--- config.mk ---
export PLATFORM = sky130hd
export DESIGN_NAME = sdram_arb
export DESIGN_NICKNAME = d
export VERILOG_FILES = /design/src/rtl/sdram_arb.sv
export SDC_FILE = /design/constraint.sdc
export NUM_CORES = 1
export LEC_CHECK = 0
export BUFFER_PORTS_ARGS = -buffer_cell sky130_fd_sc_hd__buf_2
export CAP_MARGIN = 5
export CELL_PAD_IN_SITES_DETAIL_PLACEMENT = 0
export CELL_PAD_IN_SITES_GLOBAL_PLACEMENT = 1
export CORE_ASPECT_RATIO = 0.8
export CORE_MARGIN = 10
export CORE_UTILIZATION = 31
export DETAILED_ROUTE_END_ITERATION = 12
export GPL_TIMING_DRIVEN = 1
export PLACE_DENSITY = 0.82
export RECOVER_POWER = 25
export SLEW_MARGIN = 20
export SYNTH_ARGS = -nofsm -noshare
export SYNTH_HDL_FRONTEND = slang
export SYNTH_SLANG_ARGS = --single-unit
--- constraint.sdc ---
create_clock -name clk -period 2.4 [get_ports clk]
set_clock_uncertainty 0.2 [all_clocks]
set_input_delay 0.48 -clock clk [delete_from_list [all_inputs] [get_ports clk]]
set_output_delay 0.48 -clock clk [all_outputs]
set_load 0.01 [all_outputs]
--- src/rtl/sdram_arb.sv ---
// Three-client arbiter in front of the SDRAM controller.
// Level-held client requests become edge-style rd/we strobes. At most one controller
// transaction is in flight. Read data and a one-cycle ack go back to the granted client.
module sdram_arb #(
    parameter int unsigned AW          = 26,
    parameter int unsigned ACK_TIMEOUT = 8,
    parameter int unsigned STARVE_MAX  = 64
) (
    input  logic          clk,
    input  logic          reset_n,
    // port 0: loader writes
    input  logic          p0_req,
    input  logic [AW-1:0] p0_addr,
    input  logic [15:0]   p0_data,
    input  logic [1:0]    p0_wtbt,
    output logic          p0_ack,
    // port 1: cpu single-word reads
    input  logic          p1_req,
    input  logic [AW-1:0] p1_addr,
    output logic [15:0]   p1_data,
    output logic          p1_ack,
    // port 2: sprite four-word burst reads
    input  logic          p2_req,
    input  logic [AW-1:0] p2_addr,
    output logic [63:0]   p2_data,
    output logic          p2_ack,
    // controller side
    output logic          mem_sel,
    output logic [AW-1:0] mem_addr,
    output logic [15:0]   mem_din,
    output logic [1:0]    mem_wtbt,
    output logic          mem_we,
    output logic          mem_rd,
    output logic          mem_rd_type,
    input  logic [63:0]   mem_dout,
    input  logic          mem_ready
);

    localparam int unsigned TW = $clog2(ACK_TIMEOUT + 1);
    localparam int unsigned SW = $clog2(STARVE_MAX + 1);

    typedef enum logic [2:0] {
        StIdle,
        StIssue,
        StWaitLo,
        StWaitHi,
        StDone,
        StGap
    } state_e;

    typedef enum logic [1:0] {
        GntP0,
        GntP1,
        GntP2
    } gnt_e;

    state_e          state_q, state_d;
    gnt_e            gnt_q, gnt_d;
    logic [TW-1:0]   to_cnt_q, to_cnt_d;
    logic [SW-1:0]   starve_q, starve_d;
    logic [AW-1:0]   addr_q, addr_d;
    logic [15:0]     din_q, din_d;
    logic [1:0]      wtbt_q, wtbt_d;
    logic            rd_type_q, rd_type_d;
    logic [15:0]     p1_data_q, p1_data_d;
    logic [63:0]     p2_data_q, p2_data_d;
    logic            p2_granted;
    logic            p2_first;
    logic            capture;
    logic            busy;

    // Once port 2 has waited long enough it outranks port 1 (never port 0)
    assign p2_first = (starve_q >= SW'(STARVE_MAX));

    // Next-state: grant selection, handshake sequencing and read-data capture
    always_comb begin
        state_d    = state_q;
        gnt_d      = gnt_q;
        to_cnt_d   = to_cnt_q;
        addr_d     = addr_q;
        din_d      = din_q;
        wtbt_d     = wtbt_q;
        rd_type_d  = rd_type_q;
        p1_data_d  = p1_data_q;
        p2_data_d  = p2_data_q;
        p2_granted = 1'b0;
        capture    = 1'b0;

        unique case (state_q)
            StIdle: begin
                if (mem_ready && (p0_req || p1_req || p2_req)) begin
                    state_d = StIssue;
                    if (p0_req) begin
                        gnt_d     = GntP0;
                        addr_d    = p0_addr;
                        din_d     = p0_data;
                        wtbt_d    = p0_wtbt;
                        rd_type_d = 1'b0;
                    end else if (p2_req && (p2_first || !p1_req)) begin
                        gnt_d      = GntP2;
                        addr_d     = p2_addr;
                        din_d      = '0;
                        wtbt_d     = '0;
                        rd_type_d  = 1'b1;
                        p2_granted = 1'b1;
                    end else begin
                        gnt_d     = GntP1;
                        addr_d    = p1_addr;
                        din_d     = '0;
                        wtbt_d    = '0;
                        rd_type_d = 1'b0;
                    end
                end
            end
            StIssue: begin
                to_cnt_d = '0;
                state_d  = StWaitLo;
            end
            StWaitLo: begin
                // A controller that never drops ready is treated as done after the timeout
                if (!mem_ready) begin
                    state_d = StWaitHi;
                end else if (to_cnt_q == TW'(ACK_TIMEOUT - 1)) begin
                    state_d = StDone;
                    capture = 1'b1;
                end else begin
                    to_cnt_d = to_cnt_q + TW'(1);
                end
            end
            StWaitHi: begin
                if (mem_ready) begin
                    state_d = StDone;
                    capture = 1'b1;
                end
            end
            StDone:  state_d = StGap;
            StGap:   state_d = StIdle;
            default: state_d = StIdle;
        endcase

        // Load read data on entry to DONE so it is valid alongside the ack
        if (capture) begin
            if (gnt_q == GntP1) p1_data_d = mem_dout[15:0];
            if (gnt_q == GntP2) p2_data_d = mem_dout;
        end
    end

    // Starvation counter for port 2: saturating, cleared on grant or when idle
    always_comb begin
        starve_d = starve_q;
        if (!p2_req || p2_granted) begin
            starve_d = '0;
        end else if (starve_q != SW'(STARVE_MAX)) begin
            starve_d = starve_q + SW'(1);
        end
    end

    // State and datapath registers
    always_ff @(posedge clk or negedge reset_n) begin
        if (!reset_n) begin
            state_q   <= StIdle;
            gnt_q     <= GntP0;
            to_cnt_q  <= '0;
            starve_q  <= '0;
            addr_q    <= '0;
            din_q     <= '0;
            wtbt_q    <= '0;
            rd_type_q <= 1'b0;
            p1_data_q <= '0;
            p2_data_q <= '0;
        end else begin
            state_q   <= state_d;
            gnt_q     <= gnt_d;
            to_cnt_q  <= to_cnt_d;
            starve_q  <= starve_d;
            addr_q    <= addr_d;
            din_q     <= din_d;
            wtbt_q    <= wtbt_d;
            rd_type_q <= rd_type_d;
            p1_data_q <= p1_data_d;
            p2_data_q <= p2_data_d;
        end
    end

    // Strobes are held from ISSUE through WAIT_HI; acks pulse in DONE
    always_comb begin
        busy    = (state_q == StIssue) || (state_q == StWaitLo) || (state_q == StWaitHi);
        mem_sel = busy;
        mem_we  = busy && (gnt_q == GntP0);
        mem_rd  = busy && (gnt_q != GntP0);
        p0_ack  = (state_q == StDone) && (gnt_q == GntP0);
        p1_ack  = (state_q == StDone) && (gnt_q == GntP1);
        p2_ack  = (state_q == StDone) && (gnt_q == GntP2);
    end

    assign mem_addr    = addr_q;
    assign mem_din     = din_q;
    assign mem_wtbt    = wtbt_q;
    assign mem_rd_type = rd_type_q;
    assign p1_data     = p1_data_q;
    assign p2_data     = p2_data_q;

endmodule

==> results.json, run 1 <==
{
  "synth_compound_area_frac": 0.0864,
  "crit_type": "flip-flop to output pin",
  "synthCells": 473,
  "die-area_mm2": 0.0257,
  "dieWidth_um": 177,
  "crit_fanout": 10,
  "cp.required_ns": 1.72,
  "vias": 4892,
  "drive_gt1_frac": 0.556,
  "fin_util": 0.444,
  "cpPeakStageDelay_ns": 0.49,
  "irDropWorstVdd_uv": 456,
  "clkTransAtPathRegs_ns": 0.07,
  "cts_root_buf": "clkbuf_16",
  "arrival_ns": 1.60,
  "synth_area_leaders": "dfrtp_1, mux2_4, a222oi_1",
  "p_leak_nw": 4.67,
  "place_ws_ns": 0.143,
  "synth_edf_count": 0,
  "grt_pass1_wl_um": 29400,
  "h-tree-depth": 4,
  "grt_max_degree": 52,
  "clock_path_buffers": 2,
  "fmax_mhz": 439,
  "synth_top_family_by_area": "multiplexers",
  "numClockSinks": 140,
  "rsz0062_at_grt": "no",
  "ys.flop_type": "dfrtp_1",
  "synthAdderAreaFrac": 0.00615,
  "end_kind": "output pin",
  "synth-simple-area-share": 0.102,
  "grt_pass1_vias": 5094,
  "antenna_found_initial": 0,
  "insertion_delay_ns": 0.42,
  "cap_violations": 0,
  "power_density_mw_per_mm2": 1180,
  "synthesis.nets": 642,
  "slew_headroom": 0.122,
  "grt_util_all_layers": 0.144,
  "cp_slowest_cell": "dfrtp_2",
  "final_nets": 946,
  "avgSynthCellArea_um2": 12.9,
  "die_y_um": 145,
  "antennaDiodeCount": 0,
  "min_period_ns": 2.28,
  "worstMarginPinSlew_ns": 1.32,
  "antenna_left": 0,
  "async_reset_ff_frac": 1.00,
  "yosysSeqAreaShare": 0.574,
  "finalHoldViolations": 0,
  "synth.distinct_cells": 44,
  "cts_made_buffers": 17,
  "outcome": "finished, final reports clean",
  "dp_hpwl_um": 14600,
  "yosys.area.top_type_share": 0.574,
  "syn_area_mm2": 0.00610,
  "fp-row-count": 45,
  "io_pins": 297,
  "area_growth_pct": 39.3,
  "startpoint_type": "flip-flop",
  "synth_area_leader_cell": "dfrtp_1",
  "crit_chain": "nor2_1 > nand2_1 > nor3b_2 > buf_2",
  "setup_tns_ns": 0,
  "synthMuxAreaShare": 0.188,
  "hold_path.class": "input pin to flip-flop",
  "ys_seq_elements": 140,
  "port_buffers": 296,
  "routedWlPerCell_um": 18.0,
  "worst-path-buf-inv": 1,
  "core_area_mm2": 0.0191,
  "yosysWarnings": 0,
  "crit_family": "simple AND/OR/NAND/NOR gates",
  "finalWorstSetupSlack_ns": 0.120,
  "grt.overflow.total": 0,
  "postRouteWirelength_um": 18900,
  "final.period_utilization": 0.950,
  "drt_iter0_drc": 349,
  "initial_core_util": 0.319,
  "via_per_inst": 4.67,
  "first_pass_iters": 7,
  "drc": 0,
  "drv_slew": 0,
  "synth_xor_xnor_area_share": 0.00718,
  "finalSetupViolations": 0,
  "cts_tree": "done",
  "place.gp.congestion": 0.784
}
## power by group
part	internal, mW	switching, mW	leakage (nW)
Sequential	3.33	0.602	1.79
Combinational	1.81	1.78	2.61
Clock	1.38	1.15	0.279
Total	6.52	3.54	4.67
## stage by stage
| step | cells | area, um^2 | total power [mW] | hold WS, ns |
|---|---|---|---|---|
| final | 1048 | 8500 | 10.1 | 0.0810 |
| after global routing | 1048 | 8500 | 10.7 | 0.0518 |
| after CTS | 1048 | 8510 | 10.2 | 0.0472 |
| after detailed placement | 1015 | 7920 | 7.62 | 0.254 |
| after global placement | 1015 | 7920 | 7.52 | 0.244 |
| after floorplan | 473 | 6100 | 5.94 | -0.0156 |
## placed cells by master, fill, tap and decap left out, drive strengths merged, types with 2 or more instances in the layout
master	count
clkbuf	21
buf	312
inv	19
clkinv	3
a21oi	33
nor4b	2
mux2	80
nand3	25
nand2b	4
a222oi	25
a211oi	2
o22ai	2
mux2i	2
ha	3
nor2	38
a22oi	2
nor3b	3
o21ai	6
dfrtp	140
nand3b	4
nand2	43
xor2	4
nor3	2
## layout make-up
| class | instances | area (um^2) |
|---|---|---|
| Sequential cell | 140 | 3510 |
| Inverter | 8 | 30.0 |
| Fill cell | 1831 | 10600 |
| Multi-Input combinational cell | 293 | 2390 |
| Clock buffer | 17 | 425 |
| Timing Repair Buffer | 317 | 1680 |
| Clock inverter | 15 | 143 |
| Tap cell | 258 | 323 |
## synthesized netlist by cell type (3+ instances only)
master and instances:
buf_6 7, nand3_1 25, mux2_4 60, buf_2 8, ha_1 3, inv_1 8, clkbuf_1 14, nand2b_1 4
mux2_2 20, xor2_1 4, nor2_1 38, o21ai_0 6, nand2_1 42, a21oi_1 33, nor3b_1 3, dfrtp_1 140
a222oi_1 25
## registers in the layout, summed over array words and instances, names as in the netlist
| name | count |
|---|---|
| gnt_q | 2 |
| mem_addr | 26 |
| mem_din | 16 |
| mem_wtbt | 2 |
| p1_data | 16 |
| p2_data | 64 |
| starve_q | 7 |
| state_q | 3 |
| to_cnt_q | 4 |
## per-layer routing
metal / vias to the layer above / global-route usage / wire length (um)
li1: 2318 / - / -
met5: - / 0 / 0
met2: 189 / 0.226 / 9000
met3: 18 / 0.0528 / 1470
met1: 2367 / 0.178 / 8140
met4: 0 / 0.0478 / 248
## logic make-up after synthesis
group                    Yosys count
adder cells (fa/ha/maj)            3
flip-flops                       140
AO/OA/AOI/OAI                     74
AND/OR/NAND/NOR                  129
buffers and inverters             40
XOR/XNOR                           5
multiplexers                      82
## worst paths after layout
kind,from,to,slack [ns],cells past startpoint
max in group asynchronous,reset_n,p2_data[40]$_DFFE_PN0P_,0.39,3
worst max-delay path,state_q[0]$_DFFE_PN0P_,p1_ack,0.12,4
worst min register to register,mem_din[1]$_DFFE_PN0P_,mem_din[1]$_DFFE_PN0P_,0.27,2
min in group asynchronous,reset_n,p2_data[46]$_DFFE_PN0P_,0.70,2
worst min-delay path,mem_dout[18],p2_data[18]$_DFFE_PN0P_,0.08,2
worst max register to register,to_cnt_q[1]$_DFFE_PN0P_,p2_data[13]$_DFFE_PN0P_,0.17,6
## worst register-to-register path: stages (launching register included)
cell and delay, ns:
dfrtp_1 0.40, ha_2 0.26, nand3b_4 0.10, a211oi_2 0.31, nand3b_1 0.21, buf_12 0.27
mux2_4 0.36
## what timing repair did
action | 4_1_cts | 5_1_grt
endpoints found under the hold margin | 46 | 0
pin swaps | 0 | 1
setup buffers | 0 | 0
endpoints found under the setup margin | 2 | 57
resized for setup | 2 | 2
gates cloned | 0 | 0
hold buffers | 1 | 0
Power figures use the tool's default switching activity.
==> inputs of run 2 (changes only) <==
==> constraint.sdc (replaced) <==
create_clock -name clk -period 2.25 [get_ports clk]
set_clock_uncertainty 0.2 [all_clocks]
set_input_delay 0.45 -clock clk [delete_from_list [all_inputs] [get_ports clk]]
set_output_delay 0.45 -clock clk [all_outputs]
set_load 0.01 [all_outputs]
==> run 2 against run 1 <==
Against the previous run: first-iteration DRC count rose by 19%; hold slack got worse by 0.020 ns; largest power group unchanged; register-to-register slack got worse by 0.08 ns; clock power rose by 6%; critical path depth rose by 3; combinational power rose by 10%.
==> results.json, run 2 (synthesis gave the netlist of run 1 again) <==
{
  "outcome": "finished, final reports clean",
  "cp.required_ns": 2.34,
  "finalHoldViolations": 0,
  "grt_util_met1": 0.177,
  "clock_path_buffers": 2,
  "finalWorstSetupSlack_ns": 0.0941,
  "setup_tns_ns": 0,
  "place_ws_ns": 0.0439,
  "final_nets": 947,
  "drv_slew": 0,
  "power_density_mw_per_mm2": 1260,
  "placedCellCount": 1012,
  "final.period_utilization": 0.958,
  "routedWlPerCell_um": 18.2,
  "end_kind": "flip-flop",
  "drc": 0,
  "hold_path_end": "p2_data[34]$_DFFE_PN0P_",
  "stdcell_count": 1050,
  "die-area_mm2": 0.0257,
  "area_growth_pct": 40.3,
  "min-delay-start": "mem_dout[34]",
  "irDropWorstVdd_uv": 409,
  "postRouteWirelength_um": 19200,
  "largest_register_ffs": 64,
  "hold_depth": 2,
  "cts_root_buf": "clkbuf_16",
  "top_usage_layer": "met2",
  "r2r-start": "to_cnt_q[0]$_DFFE_PN0P_",
  "crit_type": "flip-flop to flip-flop",
  "initial_core_util": 0.319,
  "fmax_mhz": 464,
  "finalSetupViolations": 0,
  "first_pass_iters": 12,
  "port_buffers": 296,
  "cts_tree": "done",
  "cpPeakStageDelay_ns": 0.42,
  "layout_commonest_cell": "buf_2",
  "via_per_inst": 4.65,
  "grt_util_all_layers": 0.143,
  "antenna_found_initial": 1,
  "cap_violations": 0,
  "cts_made_buffers": 17,
  "fp-row-count": 45,
  "met2_usage": 0.226,
  "drive_gt1_frac": 0.560,
  "core_area_mm2": 0.0191,
  "grt_pass1_vias": 5093,
  "h-tree-depth": 4,
  "final_cell_mix": "buf_2, dfrtp_1, mux2_4, nand2_1, nor2_1",
  "place.gp.congestion": 0.782,
  "antenna_left": 0,
  "die_y_um": 145,
  "arrival_ns": 2.25,
  "io_pins": 297,
  "slew_headroom": 0.305,
  "worstMarginPinSlew_ns": 1.04,
  "crit_chain": "ha_4 > nand3b_4 > a211oi_4 > nand3b_1 > buf_4 > clkbuf_16 > mux2_4",
  "clkTransAtPathRegs_ns": 0.07,
  "grt_util_met3": 0.0520,
  "grt_pass1_wl_um": 29300,
  "p_leak_nw": 4.68,
  "reg2reg_depth": 7,
  "whs_ns": 0.0607,
  "vias": 4885,
  "min_period_ns": 2.16,
  "dieWidth_um": 177,
  "crit_fanout": 32,
  "rrSetupSlack_ns": 0.09,
  "grt.overflow.total": 0,
  "drt_iter0_drc": 414,
  "cp_slowest_cell": "dfrtp_1",
  "fin_util": 0.447,
  "grt_max_degree": 65,
  "r2r_end": "p2_data[29]$_DFFE_PN0P_",
  "insertion_delay_ns": 0.41,
  "dp_hpwl_um": 14500,
  "numClockSinks": 140,
  "hold_path.class": "input pin to flip-flop",
  "startpoint_type": "flip-flop"
}
## run 2: per-layer routing
metal	part of all wire	vias up
li1	-	2315
met1	0.42	2364
met2	0.49	192
met3	0.082	14
met4	0.0096	0
met5	0	-
## run 2: critical path: cells and delay by family, from the launching register on
family | cells | cell delay, ns
compound gates | 1 | 0.26
fa+ha+maj | 1 | 0.20
buf+inv | 2 | 0.39
flops | 1 | 0.42
mux | 1 | 0.33
simple gates | 2 | 0.20
## run 2: cell type report
class / instances / area (um^2)
Timing Repair Buffer: 318 / 1710
Antenna cell: 1 / 2.50
Clock buffer: 17 / 425
Inverter: 8 / 30.0
Tap cell: 258 / 323
Clock inverter: 15 / 154
Multi-Input combinational cell: 293 / 2410
Sequential cell: 140 / 3510
Fill cell: 1806 / 10600
## run 2: power breakdown
part | leakage, nW | switching, mW | internal, mW | total, mW
Clock | 0.276 | 1.22 | 1.47 | 2.69
Combinational | 2.62 | 1.98 | 1.97 | 3.95
Sequential | 1.79 | 0.590 | 3.56 | 4.15
## run 2: what timing repair did
item,CTS,global route
hold buffers,1,0
setup buffers,1,2
gates resized for setup,3,9
pin swaps,0,1
gates cloned,0,1
endpoints found under the hold margin,35,0
setup endpoints to repair,5,66
## run 2: per-stage QoR
stage	power, mW	area [um^2]
final	10.8	8560
after global placement	8.03	7900
after CTS	10.9	8510
after global routing	11.5	8560
after floorplan	6.33	6100
after detailed placement	8.14	7900
## run 2: how the worst max path moves through the flow
stage / from / end / slack [ns] / depth (start not counted)
after floorplan: to_cnt_q[1]$_DFFE_PN0P_ / p2_data[0]$_DFFE_PN0P_ / 0.21 / 7
after global placement: to_cnt_q[0]$_DFFE_PN0P_ / p2_data[41]$_DFFE_PN0P_ / 0.11 / 6
after detailed placement: to_cnt_q[0]$_DFFE_PN0P_ / p2_data[42]$_DFFE_PN0P_ / 0.04 / 6
after CTS: state_q[2]$_DFFE_PN0P_ / mem_we / 0.003 / 3
after global routing: to_cnt_q[0]$_DFFE_PN0P_ / p2_data[22]$_DFFE_PN0P_ / -0.01 / 7
final: to_cnt_q[0]$_DFFE_PN0P_ / p2_data[29]$_DFFE_PN0P_ / 0.09 / 7
==> inputs of run 3 (changes only) <==
--- a/config.mk
+++ b/config.mk
@@ -7,14 +7,14 @@
 export LEC_CHECK = 0
 export BUFFER_PORTS_ARGS = -buffer_cell sky130_fd_sc_hd__buf_2
 export CAP_MARGIN = 5
-export CELL_PAD_IN_SITES_DETAIL_PLACEMENT = 0
-export CELL_PAD_IN_SITES_GLOBAL_PLACEMENT = 1
+export CELL_PAD_IN_SITES_DETAIL_PLACEMENT = 1
+export CELL_PAD_IN_SITES_GLOBAL_PLACEMENT = 2
 export CORE_ASPECT_RATIO = 0.8
 export CORE_MARGIN = 10
-export CORE_UTILIZATION = 31
+export CORE_UTILIZATION = 28
 export DETAILED_ROUTE_END_ITERATION = 12
 export GPL_TIMING_DRIVEN = 1
-export PLACE_DENSITY = 0.82
+export PLACE_DENSITY = 0.89
 export RECOVER_POWER = 25
 export SLEW_MARGIN = 20
 export SYNTH_ARGS = -nofsm -noshare
==> run 3 against run 2 <==
Against the previous run: sequential share of layout area is 0.67 points lower; global-route usage up 0.55 points; first-iteration DRC count shrank 31%; die area is 9.3% higher; worst setup slack got worse by 0.034 ns; sequential power is essentially flat; design area rose by 1.5%.
==> results.json, run 3 (synthesis gave the netlist of run 1 again) <==
{
  "hold_path.class": "input pin to flip-flop",
  "final_cell_mix": "buf_2, dfrtp_1, mux2_4, nand2_1, nor2_1",
  "grt.overflow.total": 0,
  "power_density_mw_per_mm2": 1270,
  "first_pass_iters": 9,
  "die_y_um": 152,
  "end_kind": "output pin",
  "initial_core_util": 0.284,
  "drt_iter0_drc": 285,
  "worstMarginPinSlew_ns": 1.17,
  "drv_slew": 0,
  "arrival_ns": 1.54,
  "final_nets": 955,
  "cts_made_buffers": 17,
  "dieWidth_um": 185,
  "h-tree-depth": 4,
  "sw_frac_of_total": 0.358,
  "final.period_utilization": 0.973,
  "grt_pass1_vias": 5674,
  "rsz0062_at_grt": "yes",
  "cap_violations": 0,
  "antenna_found_initial": 5,
  "crit_fanout": 4,
  "p_leak_nw": 4.75,
  "placed_area_mm2": 0.00802,
  "slew_headroom": 0.221,
  "grt_max_degree": 64,
  "finalSetupViolations": 0,
  "numClockSinks": 140,
  "largest_register_ffs": 64,
  "area_growth_pct": 42.5,
  "clkPwrFrac": 0.249,
  "crit_type": "flip-flop to output pin",
  "clock_path_buffers": 2,
  "place.gp.congestion": 0.733,
  "startpoint_type": "flip-flop",
  "dp_hpwl_um": 16300,
  "core_area_mm2": 0.0215,
  "clkTransAtPathRegs_ns": 0.07,
  "fin_util": 0.404,
  "die-area_mm2": 0.0281,
  "reg2reg_depth": 7,
  "p_comb_frac": 0.375,
  "layout_commonest_cell": "buf_2",
  "irDropWorstVdd_uv": 567,
  "p_sw_mw": 3.95,
  "via_per_inst": 4.70,
  "grt_pass1_wl_um": 32700,
  "cts_root_buf": "clkbuf_16",
  "vias": 5060,
  "drive_gt1_frac": 0.564,
  "finalHoldViolations": 0,
  "grt_util_all_layers": 0.148,
  "cts_tree": "done",
  "fill_cells": 2418,
  "cp.required_ns": 1.60,
  "antenna_left": 0,
  "port_buffers": 296,
  "fp-row-count": 48,
  "io_pins": 297,
  "power.internal_mw": 7.08,
  "stdcell_area_mm2": 0.00869,
  "outcome": "finished, final reports clean",
  "postRouteWirelength_um": 21400,
  "hold_depth": 3,
  "min_period_ns": 2.19,
  "fmax_mhz": 457,
  "insertion_delay_ns": 0.42,
  "drc": 0,
  "routedWlPerCell_um": 19.9,
  "pwr-share-seq": 0.376
}
-- run 3: changes by cell type in the layout (fill, tap and decap cells not counted), sizes merged --
cell	delta
inv	+3
buf	+9
clkinvlp	+1
clkinv	-4
clkbuf	-1
diode	+1
-- run 3: routing by layer --
metal,GRT usage,up-vias,share of wire
li1,-,2330,-
met1,0.170,2464,0.42
met2,0.236,244,0.46
met3,0.0760,18,0.11
met4,0.0413,4,0.012
met5,0,-,0.00098
-- run 3: cell type report --
cell class	instances	area, um^2	area share
diodes	2	5.00	0.000576
inverters	8	30.0	0.00345
multi-input cells	293	2410	0.277
well taps	275	344	0.0396
clock buffers	17	425	0.0489
repair buffers	326	1830	0.211
flip-flops and latches	140	3500	0.403
clock inverters	15	145	0.0167
-- run 3: power by group through the flow --
stage	logic (mW)	clock network, mW	registers [mW]
6_report	4.14	2.74	4.15
5_1_grt	4.54	2.97	4.29
4_1_cts	4.20	2.86	4.15
3_5_place_dp	4.12	0	4.17
3_3_place_gp	4.01	0	4.12
2_1_floorplan	1.76	0	4.57
-- run 3: through the flow --
step	setup TNS [ns]	setup slack [ns]	hold WS [ns]	cells	power [mW]
5_1_grt	-0.00309	-0.00309	0.0262	1074	11.8
6_report	0	0.0598	0.0504	1076	11.0
4_1_cts	0	0.00552	0.0259	1072	11.2
3_3_place_gp	0	0.0585	0.111	1035	8.13
3_5_place_dp	-0.205	-0.0185	0.108	1035	8.30
2_1_floorplan	0	0.212	-0.0456	473	6.33
-- run 3: timing repair --
action / CTS / global route
setup endpoints to repair: 50 / 68
endpoints found under the hold margin: 88 / 0
gates cloned: 0 / 1
pin swaps: 0 / 0
hold buffers: 1 / 0
buffers inserted: 4 / 1
resized for setup: 4 / 5
-- run 3: final timing paths --
check	slack [ns]	endpoint	startpoint
worst min register to register	0.26	mem_din[13]$_DFFE_PN0P_	mem_din[13]$_DFFE_PN0P_
max in group asynchronous	0.33	p2_data[11]$_DFFE_PN0P_	reset_n
worst max-delay path	0.06	mem_we	state_q[1]$_DFFE_PN0P_
worst max register to register	0.09	p2_data[22]$_DFFE_PN0P_	to_cnt_q[0]$_DFFE_PN0P_
worst min-delay path	0.05	mem_din[8]$_DFFE_PN0P_	p0_data[8]
min in group asynchronous	0.59	mem_addr[3]$_DFFE_PN0P_	reset_n
-- run 3: critical path, stage by stage, from the launching register on --
cell     delay (ns)
dfrtp_1        0.37
buf_6          0.11
nor2_2         0.04
or2_2          0.32
nor3_2         0.12
buf_2          0.16
